## src/rtl/arith_pkg.sv

```systemverilog
// Shared definitions for the serial arithmetic blocks: control state
// encoding and the bit-counter width helper.
package arith_pkg;

  typedef enum logic [1:0] {
    IDLE  = 2'd0,
    SHIFT = 2'd1,
    DONE  = 2'd2
  } state_e;

  // Counter must be able to hold the value WIDTH.
  function automatic int cnt_width(input int width);
    return $clog2(width + 1);
  endfunction

endpackage

```

## src/rtl/full_adder_cell.sv

```systemverilog
// Single-bit full adder; the only arithmetic element in the serial adder.
module full_adder_cell (
  input  logic a,
  input  logic b,
  input  logic cin,
  output logic s,
  output logic cout
);

  assign s    = a ^ b ^ cin;
  assign cout = (a & b) | (a & cin) | (b & cin);

endmodule

```

## src/rtl/bit_serial_adder.sv

```systemverilog
// LSB-first serial adder: one full-adder cell, WIDTH cycles per add, results
// registered on entry to DONE and held until the next accepted start.
module bit_serial_adder
  import arith_pkg::*;
#(
  parameter int WIDTH = 8
) (
  input  logic             clk,
  input  logic             rst,
  input  logic             start,
  input  logic [WIDTH-1:0] a,
  input  logic [WIDTH-1:0] b,
  input  logic             cin,
  output logic             busy,
  output logic             done,
  output logic [WIDTH-1:0] sum,
  output logic             cout,
  output logic             ovf
);

  localparam int CNT_W = cnt_width(WIDTH);

  // Handshake: start is a request sampled on a rising edge; it is accepted
  // only when the FSM is in IDLE or DONE, and ignored (not queued) in SHIFT.
  // done is a one-cycle pulse; sum/cout/ovf are valid from that cycle on.

  state_e             state_q, state_d;
  logic [WIDTH-1:0]   a_sr_q, a_sr_d;
  logic [WIDTH-1:0]   b_sr_q, b_sr_d;
  logic [WIDTH-2:0]   sum_sr_q, sum_sr_d;
  logic               carry_q, carry_d;
  logic [CNT_W-1:0]   cnt_q, cnt_d;
  logic [WIDTH-1:0]   sum_q, sum_d;
  logic               cout_q, cout_d;
  logic               ovf_q, ovf_d;

  logic               fa_s, fa_c;
  logic               load;
  logic [WIDTH-1:0]   sum_next;

  full_adder_cell u_fa (
    .a    (a_sr_q[0]),
    .b    (b_sr_q[0]),
    .cin  (carry_q),
    .s    (fa_s),
    .cout (fa_c)
  );

  assign load     = start && (state_q == IDLE || state_q == DONE);
  assign sum_next = {fa_s, sum_sr_q};

  always_comb begin
    state_d  = state_q;
    a_sr_d   = a_sr_q;
    b_sr_d   = b_sr_q;
    sum_sr_d = sum_sr_q;
    carry_d  = carry_q;
    cnt_d    = cnt_q;
    sum_d    = sum_q;
    cout_d   = cout_q;
    ovf_d    = ovf_q;

    if (load) begin
      state_d  = SHIFT;
      a_sr_d   = a;
      b_sr_d   = b;
      sum_sr_d = '0;
      carry_d  = cin;
      cnt_d    = '0;
    end else begin
      case (state_q)
        IDLE: state_d = IDLE;
        SHIFT: begin
          a_sr_d   = a_sr_q >> 1;
          b_sr_d   = b_sr_q >> 1;
          sum_sr_d = sum_next[WIDTH-1:1];
          carry_d  = fa_c;
          cnt_d    = cnt_q + CNT_W'(1);
          if (cnt_q == CNT_W'(WIDTH - 1)) begin
            // Final bit: carry_q is the carry into the MSB.
            state_d = DONE;
            sum_d   = sum_next;
            cout_d  = fa_c;
            ovf_d   = carry_q ^ fa_c;
          end
        end
        DONE:    state_d = IDLE;
        default: state_d = IDLE;
      endcase
    end
  end

  always_ff @(posedge clk) begin
    if (rst) begin
      state_q  <= IDLE;
      a_sr_q   <= '0;
      b_sr_q   <= '0;
      sum_sr_q <= '0;
      carry_q  <= 1'b0;
      cnt_q    <= '0;
      sum_q    <= '0;
      cout_q   <= 1'b0;
      ovf_q    <= 1'b0;
    end else begin
      state_q  <= state_d;
      a_sr_q   <= a_sr_d;
      b_sr_q   <= b_sr_d;
      sum_sr_q <= sum_sr_d;
      carry_q  <= carry_d;
      cnt_q    <= cnt_d;
      sum_q    <= sum_d;
      cout_q   <= cout_d;
      ovf_q    <= ovf_d;
    end
  end

  assign busy = (state_q == SHIFT);
  assign done = (state_q == DONE);
  assign sum  = sum_q;
  assign cout = cout_q;
  assign ovf  = ovf_q;

endmodule

```

## config.mk

```make
export PLATFORM = sky130hd
export DESIGN_NAME = bit_serial_adder
export DESIGN_NICKNAME = d
export VERILOG_FILES = /design/src/rtl/arith_pkg.sv /design/src/rtl/full_adder_cell.sv /design/src/rtl/bit_serial_adder.sv
export SDC_FILE = /design/constraint.sdc
export NUM_CORES = 1
export LEC_CHECK = 0
export ABC_AREA = 1
export CAP_MARGIN = 5
export CELL_PAD_IN_SITES_DETAIL_PLACEMENT = 0
export CELL_PAD_IN_SITES_GLOBAL_PLACEMENT = 1
export CORE_ASPECT_RATIO = 2
export CORE_MARGIN = 5
export CORE_UTILIZATION = 37
export DETAILED_ROUTE_END_ITERATION = 6
export PLACE_DENSITY = 0.81
export SYNTH_ARGS = -nofsm -noshare
export SYNTH_HDL_FRONTEND = slang
export SYNTH_SLANG_ARGS = --single-unit
export TNS_END_PERCENT = 30
```

## constraint.sdc

```tcl
create_clock -name clk -period 1.6 [get_ports clk]
set_input_delay 0.32 -clock clk [delete_from_list [all_inputs] [get_ports clk]]
set_output_delay 0.32 -clock clk [all_outputs]
set_load 0.03 [all_outputs]
```

==> results.tsv, run 1 <==
stage	metric	value	unit
logic_synthesis	synthesis warning total	0	
min_path	min-delay worst type	reg2reg	
sta	Setup-failing EPs final	0	
job	Max Cap Viol	0	
clock_tree	Clock Tree Root	clkbuf_8	
logic_synthesis	ys flop type	dfxtp_1	
die	Starting Density	0.378	
detailed_routing	wire per inst	11.2	um
logic_synthesis	top-count cell post-synth	nand2_1	
logic_synthesis	library cells used by synthesis	25	
grt	first-pass GRT wire length	6340	um
clock_tree	CTS tree	done	
sta	Tmin final	1470	ps
logic_synthesis	top cells by area, synth	dfxtp_1 (44%), nand2_1 (9.0%), nand3_1 (8.2%)	
die	# rows	36	
clock_tree	CTS Buffer Depth	2	
worst_setup_path	Setup crit end kind	output pin	
placed_design	IO buf count	31	
clock_tree	Clock H-tree levels	2	
sta	RSZ-0062 raised after global routing	false	
die	Die Y	110	um
worst_setup_path	Worst EP required	1280	ps
logic_synthesis	area of the mapped netlist	1840	um^2
detailed_routing	drt drc	0	
worst_setup_path	Buf/Inv on CP	2	
clock_tree	total clock buffers created by CTS	5	
worst_setup_path	crit-path leading delay family	buffers and inverters	
layout	Layout Nets	311	
worst_setup_path	Setup Crit Path Kind	reg2out	
grt	vias in the first global route	1491	
grt	total grt overflow	0	
layout	layout cells sized above 1	0.124	
logic_synthesis	synthesized flop and latch total	40	
sta	crit share post-route	0.921	
power_and_ir_drop	Leakage	1.09	nW
placed_design	DPL Wire Length	2890	um
grt	GRT Overall Usage	0.126	
outcome	outcome	finished, final reports clean	
logic_synthesis	asr flop ratio synth	0	
logic_synthesis	number of synthesized flops with an enable pin	0	
worst_setup_path	CP Launch Type	flop	
sta	final hold vios	0	
layout	final cell count without fillers	347	
layout	ANT cells	0	
power_and_ir_drop	Peak VDD IR	0.000586	V
die	Boundary Pins	32	
detailed_routing	1st-iter DRT viols	36	
logic_synthesis	synth cell count leaders	nand2_1 (44), dfxtp_1 (40), inv_1 (37), nand3_1 (30), nor2_1 (30)	
sta	maximum clock rate	678	MHz
logic_synthesis	Mapped Nets	273	
clock_tree	Clk Latency, worst-skew pair	280	ps
worst_setup_path	Worst path slowest cell	dlygate4sd2_1	
detailed_routing	vias	1627	
placed_design	GP Congestion	0.727	
logic_synthesis	syn avg cell area	7.33	um^2
sta	Fin Setup TNS	0	ps
die	core area	4860	um^2
sta	Worst Skew	4.97	ps
sta	Worst-Margin Slew	311	ps
logic_synthesis	sequential cell area fraction in the yosys report	0.435	
layout	Multi-input gate area	767	um^2
die	DIE AREA	6570	um^2
layout	Filler cells	526	
layout	Layout area overhead	27.3	%
clock_tree	# clock sinks	40	
sta	Max transition margin	0.793	
detailed_routing	first-pass iteration count of the detailed router	4	
power_and_ir_drop	PwrDens	984	nW/um^2
detailed_routing	Routed WL	3880	um
worst_setup_path	critical path fanouts, max	2	
grt	largest net degree at the start of global routing	21	
grt	initial antenna violation count	0	
layout	Sequential cell area	801	um^2
logic_synthesis	post-synth top area share	0.435	
worst_setup_path	CP cell instances	inv_4 > nor2_1 > dlygate4sd2_1	
clock_tree	Worst-path clk slew	80	ps
logic_synthesis	cell count after synthesis	251	
worst_setup_path	CP peak stage delay	400	ps
die	Die W	59.9	um
sta	Final Hold Slack	471	ps
detailed_routing	routed vias/inst	4.69	
placed_design	dpl cells	335	
detailed_routing	post-route ant nets	0	
sta	final slew viol count	0	
worst_setup_path	Arrival @ worst endpoint	1150	ps
logic_synthesis	area leader, netlist	dfxtp_1	
[where the power goes]
group	internal, mW	total (mW)	switching (mW)	leakage, nW
logic	0.147	0.333	0.186	0.699
clock network	0.550	0.893	0.343	0.0645
registers	1.05	1.08	0.0288	0.327
[repair_timing]
| action | 4_1_cts | 5_1_grt |
|---|---|---|
| pin swaps | 1 | 1 |
| gates cloned | 0 | 1 |
| gates resized for setup | 15 | 0 |
| hold buffers | 0 | 0 |
| buffers inserted | 0 | 3 |
| setup endpoints to repair | 12 | 1 |
[kinds of logic (layout without fill, tap and decap cells)]
group,after synthesis,count (layout),share of synthesized area
and+or+nand+nor,113,113,0.281
buffers and inverters,54,93,0.148
AOI/OAI and AO/OA,41,41,0.114
DFF,40,40,0.435
adders and majority gates,2,2,0.0177
xor gates and xnor gates,1,1,0.00476
[final timing paths]
path,from,endpoint,slack (ps),cells past startpoint
worst max-delay path,state_q[1],done,130,3
worst min-delay path,sum_sr_q[6],sum_sr_q[5],470,2
worst max register to register,state_q[1],b_sr_q[0],170,9
worst min register to register,sum_sr_q[6],sum_sr_q[5],470,2
[worst register-to-register path: stages, from the launching register on]
cell     delay (ps)
dfxtp_1         360
inv_4            40
buf_4           170
nand2_8         100
buf_4           230
nand2_1         130
inv_2           140
nand2_1          70
nand2_1          60
nor2_1           40
[layer usage]
layer | share of wire | track usage
met5 | 0 | 0
met4 | 0.010 | 0.0428
met3 | 0.044 | 0.0329
met2 | 0.56 | 0.237
met1 | 0.39 | 0.128
[stage by stage]
stage	power [mW]	instance area, um^2	setup slack [ps]	util
2_1_floorplan	1.32	1840	411	-
3_3_place_gp	1.41	2180	22.8	0.449
3_5_place_dp	1.42	2180	-2.79	0.449
4_1_cts	2.32	2310	1.75	0.475
5_1_grt	2.44	2340	75.5	0.481
6_report	2.31	2340	126	0.481
[final cells by class]
| type | instances | share of cell area |
|---|---|---|
| tap | 57 | 0.0304 |
| clock buffer | 7 | 0.0411 |
| sequential | 40 | 0.342 |
| timing repair inverter | 1 | 0.00374 |
| multi-input combinational | 157 | 0.327 |
| timing repair buffer | 42 | 0.168 |
| clock inverter | 1 | 0.0128 |
| inverter | 42 | 0.0748 |
[sequential cells by signal, summed over array words and instances (netlist names)]
name and flops:
a_sr_q 8, b_sr_q 8, carry_q 1, cnt_q 4
cout 1, ovf 1, state_q 2, sum 8
sum_sr_q 7
[cell usage in the layout, fill, tap and decap left out, types with 10 or more instances in the layout]
cell type,n
nand3_1,30
o21ai_0,22
a21oi_1,17
dlygate4sd2_1,11
dfxtp_1,40
clkdlybuf4s50_1,19
inv_1,37
nand2_1,44
buf_4,10
nor2_1,30
Note: power is estimated with default switching activity, not from simulation.
==> run 2: changes to the inputs <==
SLEW_MARGIN = 20   (was unset)
==> results of run 2 <==
Final layout, timing and power as in run 1 (identical DEF).
